==> src/rtl/bcd_to_bin_seq.sv <==
// bcd_to_bin_seq: sequential packed-BCD to unsigned binary converter.
// Uses reverse double-dabble with one shift per clock and
// valid/ready handshakes on both sides. A word with any digit above 9
// skips conversion and is reported with out_err=1 and out_bin=0.
`timescale 1ns/1ps

module bcd_to_bin_seq #(
    parameter  int N_DIGIT = 4,
    localparam int BW      = $clog2(10**N_DIGIT)
) (
    input  logic                 clk,
    input  logic                 rst_n,
    input  logic                 in_valid,
    output logic                 in_ready,
    input  logic [4*N_DIGIT-1:0] in_bcd,
    output logic                 out_valid,
    input  logic                 out_ready,
    output logic [BW-1:0]        out_bin,
    output logic                 out_err
);

    localparam int DW = 4 * N_DIGIT;
    localparam int CW = $clog2(BW + 1);

    typedef enum logic [1:0] {
        IDLE,
        CONV,
        DONE
    } state_t;

    state_t          state;
    logic [DW-1:0]   bcd_r;
    logic [BW-1:0]   bin_r;
    logic [CW-1:0]   cnt;
    logic            err_r;

    logic [DW-1:0]   bcd_shift;
    logic [DW-1:0]   bcd_next;
    logic [BW-1:0]   bin_next;
    logic            in_illegal;

    // One reverse double-dabble step: shift right, then pull each digit >= 8 down by 3.
    always_comb begin
        // NOTE: every always_comb output gets a default first so no path can infer a latch.
        bcd_shift = {1'b0, bcd_r[DW-1:1]};
        bcd_next  = bcd_shift;
        bin_next  = {bcd_r[0], bin_r[BW-1:1]};
        for (int i = 0; i < N_DIGIT; i++) begin
            if (bcd_shift[4*i +: 4] >= 4'd8) begin
                bcd_next[4*i +: 4] = bcd_shift[4*i +: 4] - 4'd3;
            end
        end
    end

    // Flag an incoming word that holds any non-decimal digit.
    always_comb begin
        in_illegal = 1'b0;
        for (int i = 0; i < N_DIGIT; i++) begin
            if (in_bcd[4*i +: 4] > 4'd9) begin
                in_illegal = 1'b1;
            end
        end
    end

    // Control FSM and datapath registers; all outputs are registered here.
    always_ff @(posedge clk or negedge rst_n) begin
        if (!rst_n) begin
            state     <= IDLE;
            bcd_r     <= '0;
            bin_r     <= '0;
            cnt       <= '0;
            err_r     <= 1'b0;
            in_ready  <= 1'b1;
            out_valid <= 1'b0;
            out_bin   <= '0;
            out_err   <= 1'b0;
        end else begin
            // NOTE: sequential state uses non-blocking assignments so every register
            // samples pre-edge values, independent of statement order.
            case (state)
                IDLE: begin
                    if (in_valid) begin
                        bcd_r    <= in_bcd;
                        bin_r    <= '0;
                        in_ready <= 1'b0;
                        if (in_illegal) begin
                            // Bad digit: report immediately, no conversion.
                            err_r     <= 1'b1;
                            out_bin   <= '0;
                            out_err   <= 1'b1;
                            out_valid <= 1'b1;
                            state     <= DONE;
                        end else begin
                            err_r <= 1'b0;
                            cnt   <= CW'(BW);
                            state <= CONV;
                        end
                    end
                end

                CONV: begin
                    bcd_r <= bcd_next;
                    bin_r <= bin_next;
                    cnt   <= cnt - 1'b1;
                    if (cnt == CW'(1)) begin
                        // Last shift: publish the freshly shifted binary word.
                        out_bin   <= bin_next;
                        out_err   <= err_r;
                        out_valid <= 1'b1;
                        state     <= DONE;
                    end
                end

                DONE: begin
                    if (out_ready) begin
                        out_valid <= 1'b0;
                        in_ready  <= 1'b1;
                        state     <= IDLE;
                    end
                end

                default: begin
                    state     <= IDLE;
                    in_ready  <= 1'b1;
                    out_valid <= 1'b0;
                end
            endcase
        end
    end

endmodule

==> config.mk <==
export PLATFORM = sky130hd
export DESIGN_NAME = bcd_to_bin_seq
export DESIGN_NICKNAME = d
export VERILOG_FILES = /design/src/rtl/bcd_to_bin_seq.sv
export SDC_FILE = /design/constraint.sdc
export NUM_CORES = 1
export LEC_CHECK = 0
export CAP_MARGIN = 20
export CORE_ASPECT_RATIO = 1.25
export CORE_MARGIN = 2
export CORE_UTILIZATION = 42
export CTS_BUF_LIST = sky130_fd_sc_hd__clkbuf_8
export DETAILED_ROUTE_END_ITERATION = 8
export RECOVER_POWER = 50
export SLEW_MARGIN = 20
export SYNTH_ARGS = -nofsm -noshare
export SYNTH_HDL_FRONTEND = slang
export SYNTH_SLANG_ARGS = --single-unit
==> constraint.sdc <==
create_clock -name clk -period 2.7 [get_ports clk]
set_clock_uncertainty 0.1 [all_clocks]
set_input_delay 0.675 -clock clk [delete_from_list [all_inputs] [get_ports clk]]
set_output_delay 0.675 -clock clk [all_outputs]
set_load 0.02 [all_outputs]
==> flow_metrics.env <==
export IMPL_status="finished, final reports clean"
export IMPL_cts_clk_slew_worst_paths_ns=0.10
export IMPL_rsz0062_at_grt="false"
export IMPL_setup_violations_final=0
export IMPL_portBuffers=36
export IMPL_grt_first_pass_wirelength_um=8811
export IMPL_antennaDiodeCount=0
export IMPL_timing_critical_path_required_ns=1.92
export IMPL_cell_internal_pwr_w=0.001645
export IMPL_grt_start_max_net_pins=54
export IMPL_postSynthAreaPerCell_um2=10.98
export IMPL_p_switching_w=0.001002
export IMPL_timing_max_slew_rel_slack_pct=15.01
export IMPL_largest_delay_share_family_worst_path="buffers and inverters"
export IMPL_multi_input_gate_area_um2=994.7
export IMPL_detail_route_wl_per_cell_um=15.63
export IMPL_synthArstFlopShare_pct=100.0
export IMPL_first_iteration_detailed_routing_drc_count=89
export IMPL_drt_total_wl_um=5143
export IMPL_routed_via_count=1807
export IMPL_hpwl_um=3590
export IMPL_postSynthRegisterBits=53
export IMPL_timing_critical_path_to_type="output port"
export IMPL_slowest_stage="sky130_fd_sc_hd__clkdlybuf4s50_1"
export IMPL_yosys_cell_types_count=34
export IMPL_proportion_of_power_drawn_by_flip_flops_and_latches_pct=46.6
export IMPL_synth_top_family_by_area="compound AO/OA/AOI/OAI gates"
export IMPL_io_pins=37
export IMPL_worst_path_largest_cell_delay_ns=0.61
export IMPL_design_core_area_um2=5741
export IMPL_power_per_cell_area_nw_per_um2=889.1
export IMPL_synthFlopType="sky130_fd_sc_hd__dfrtp_1"
export IMPL_final_layout_size_suffix_gt1_share_pct=8.365
export IMPL_worst_setup_path_type="reg -> out"
export IMPL_stdcell_count=329
export IMPL_peakVddDrop_mv=0.4525
export IMPL_cts_made_buffers=5
export IMPL_finalHoldViolCount=0
export IMPL_post_synth_fa_ha_maj_area_fraction_pct=4.051
export IMPL_post_drt_via_cell_ratio=5.492
export IMPL_buffer_cell_driving_the_clock_tree_root="sky130_fd_sc_hd__clkbuf_8"
export IMPL_synth_xor_area_share_pct=2.127
export IMPL_postRouteAntennaNets=0
export IMPL_finalSetupTns_ns=0
export IMPL_max_slew_violation_count=0
export IMPL_synthesized_area_fraction_occupied_by_and_or_nand_nor_cells_pct=7.848
export IMPL_cts_tree="built"
export IMPL_worst_path_buf_inv=1
export IMPL_area_growth_synth_to_final_pct=20.46
export IMPL_fillers=558
export IMPL_ctsLongestPathBuffers=2
export IMPL_sequential_to_total_area_share_from_yosys_stat_pct=53.72
export IMPL_critical_path_peak_fanout=3
export IMPL_die_w_um=72.61
export IMPL_power_switching_share_pct=37.86
export IMPL_initial_utilization_pct=43.05
export IMPL_synthesis_yosys_warnings=0
export IMPL_drt_first_pass_iters=5
export IMPL_gpl_final_weighted_congestion=0.7756
export IMPL_num_nets_final=291
export IMPL_post_place_cells=322
export IMPL_power_share_clock_pct=17.5
export IMPL_min_period_ns=2.243
export IMPL_tritoncts_num_sinks=53
export IMPL_fp_row_count=31
export IMPL_max_cap_violations=0
export IMPL_hold_path_class="reg -> reg"
export IMPL_cts_post_setup_buffers_inserted=0
export IMPL_worstPathCellList="clkdlybuf4s50_1"
export IMPL_end_of_flow_core_utilization_pct=51.85
export IMPL_cts_resized_gates=0
export IMPL_fmax_mhz=445.9
export IMPL_die_height_um=89.76
export IMPL_arrival_ns=1.47
export IMPL_grt_util_all_layers_pct=17.01
export IMPL_synthesis_nets=253
export IMPL_drt_drc_violations_left=0
export IMPL_netlist_area_um2=2471
export IMPL_grt_remaining_overflow=0
export IMPL_synth_enable_flop_cells=0
export IMPL_synth_compound_area_share_pct=23.14
export IMPL_worst_slew_pin_transition_ns=1.275
export IMPL_period_share_pct=83.06
export IMPL_muxShareOfSynthArea_pct=3.241
export IMPL_seqCellArea_um2=1328
export IMPL_cellLeakagePower_nw=1.326
export IMPL_antenna_found_initial=0
export IMPL_synthCells=225
export IMPL_fraction_of_power_consumed_by_combinational_cells_pct=35.9
export IMPL_die_area_um2=6517
export IMPL_first_global_vias=1827
export IMPL_worst_setup_path_start_kind="register"
export IMPL_clock_insertion_delay_worst_skew_ns=0.31
export IMPL_h_tree_depth=2
export IMPL_cts_hold_repair_buffers=0
-- metal layers --
layer	vias up	GRT usage, %	wire length, µm
met5	-	0	0
met4	0	6.636	95
met3	8	2.466	124
met2	38	27.20	2516
met1	874	23.03	2406
li1	887	-	-
-- path summary, 6_finish.rpt --
kind,startpoint,to,slack (ns),depth (start not counted)
min in group asynchronous,rst_n,bin_r[8],0.60,2
worst min register to register,bcd_r[15],bcd_r[15],0.39,2
worst min-delay path,bcd_r[15],bcd_r[15],0.39,2
max in group asynchronous,rst_n,out_err,1.11,2
worst max-delay path,in_ready,in_ready,0.46,1
worst max register to register,state[1],bin_r[7],0.84,3
-- per-stage QoR --
step / area [µm²] / total power, W / worst slack (ns) / hold WS [ns]
floorplan: 2471 / 0.001922 / 0.8347 / 0.2794
global placement: 2904 / 0.002206 / 0.3584 / 0.3648
detailed placement: 2904 / 0.002224 / 0.3717 / 0.3782
CTS: 2994 / 0.002684 / 0.4414 / 0.4004
global route: 2977 / 0.002843 / 0.4230 / 0.4215
finish: 2977 / 0.002647 / 0.4573 / 0.3921
-- area by class of cell --
cell class              instances  share of cell area (%)
flip-flops and latches         53                   44.60
multi-input cells             143                   33.42
repair buffers                 45                   14.29
clock buffers                   6                   2.774
well taps                      66                   2.774
inverters                      15                   1.892
clock inverters                 1                  0.2522
-- cell usage in the layout (no fill, tap or decap), types with 2 or more instances in the layout --
cell / count
sky130_fd_sc_hd__a211oi_1: 4
sky130_fd_sc_hd__a21oi_1: 11
sky130_fd_sc_hd__a221oi_1: 4
sky130_fd_sc_hd__a22o_1: 26
sky130_fd_sc_hd__a31oi_1: 4
sky130_fd_sc_hd__buf_4: 5
sky130_fd_sc_hd__clkbuf_1: 2
sky130_fd_sc_hd__clkbuf_8: 6
sky130_fd_sc_hd__clkdlybuf4s50_1: 34
sky130_fd_sc_hd__dfrtp_1: 52
sky130_fd_sc_hd__ha_1: 8
sky130_fd_sc_hd__inv_1: 13
sky130_fd_sc_hd__inv_2: 2
sky130_fd_sc_hd__mux2i_1: 8
sky130_fd_sc_hd__nand2_1: 12
sky130_fd_sc_hd__nand2b_1: 6
sky130_fd_sc_hd__nand3_1: 4
sky130_fd_sc_hd__nor2_1: 8
sky130_fd_sc_hd__nor3_1: 2
sky130_fd_sc_hd__o21ai_0: 8
sky130_fd_sc_hd__o21ai_1: 11
sky130_fd_sc_hd__o22a_1: 3
sky130_fd_sc_hd__o22ai_1: 9
sky130_fd_sc_hd__xnor2_1: 4
sky130_fd_sc_hd__xor2_1: 2
-- tightest hold or removal path: cells and delay by family, from the launching register on --
kind             cells  cell delay, ns
flip-flops           1            0.36
AND/OR/NAND/NOR      1            0.05
AO/OA/AOI/OAI        1            0.06
-- flip-flops by register name, summed over array words and instances (netlist names) --
| signal | cells |
|---|---|
| bin_r | 13 |
| cnt | 4 |
| out_bin | 14 |
| out_valid | 1 |
| state | 2 |
| err_r | 1 |
| out_err | 1 |
| in_ready | 1 |
| bcd_r | 16 |
-- power groups by stage --
stage / registers, W / clock network, W / logic, W
6_report: 0.00123 / 0.000463 / 0.000951
5_1_grt: 0.00127 / 0.000498 / 0.00107
4_1_cts: 0.00124 / 0.000470 / 0.000974
3_5_place_dp: 0.00125 / 0 / 0.000970
3_3_place_gp: 0.00125 / 0 / 0.000953
2_1_floorplan: 0.00120 / 0 / 0.000726
-- logic make-up (layout without fill, tap and decap cells) --
kind of cell	after synthesis	count (layout)
buffers and inverters	29	67
multiplexers	8	8
AO/OA/AOI/OAI	83	83
flip-flops	53	53
XOR/XNOR	6	6
adder cells (fa/ha/maj)	8	8
AND/OR/NAND/NOR	38	38
-- Yosys cell counts, types with 2 or more instances --
cell type	count	share of area, %
sky130_fd_sc_hd__dfrtp_1	52	53
sky130_fd_sc_hd__a22o_1	26	9.2
sky130_fd_sc_hd__inv_1	13	2.0
sky130_fd_sc_hd__o21ai_1	13	2.6
sky130_fd_sc_hd__nand2_1	12	1.8
sky130_fd_sc_hd__a21oi_1	11	2.2
sky130_fd_sc_hd__o22ai_1	9	2.3
sky130_fd_sc_hd__ha_1	8	4.1
sky130_fd_sc_hd__mux2i_1	8	3.2
sky130_fd_sc_hd__nor2_1	8	1.2
sky130_fd_sc_hd__clkbuf_1	7	1.1
sky130_fd_sc_hd__o21ai_0	7	1.4
sky130_fd_sc_hd__nand2b_1	6	1.5
sky130_fd_sc_hd__a211oi_1	4	1.2
sky130_fd_sc_hd__a221oi_1	4	1.4
sky130_fd_sc_hd__a31oi_1	4	1.0
sky130_fd_sc_hd__buf_6	4	1.8
sky130_fd_sc_hd__nand3_1	4	0.81
sky130_fd_sc_hd__xnor2_1	4	1.4
sky130_fd_sc_hd__o22a_1	3	1.1
sky130_fd_sc_hd__buf_2	2	0.41
sky130_fd_sc_hd__inv_2	2	0.30
sky130_fd_sc_hd__nor3_1	2	0.41
sky130_fd_sc_hd__xor2_1	2	0.71
No activity file was read; power rests on OpenSTA's default activity.
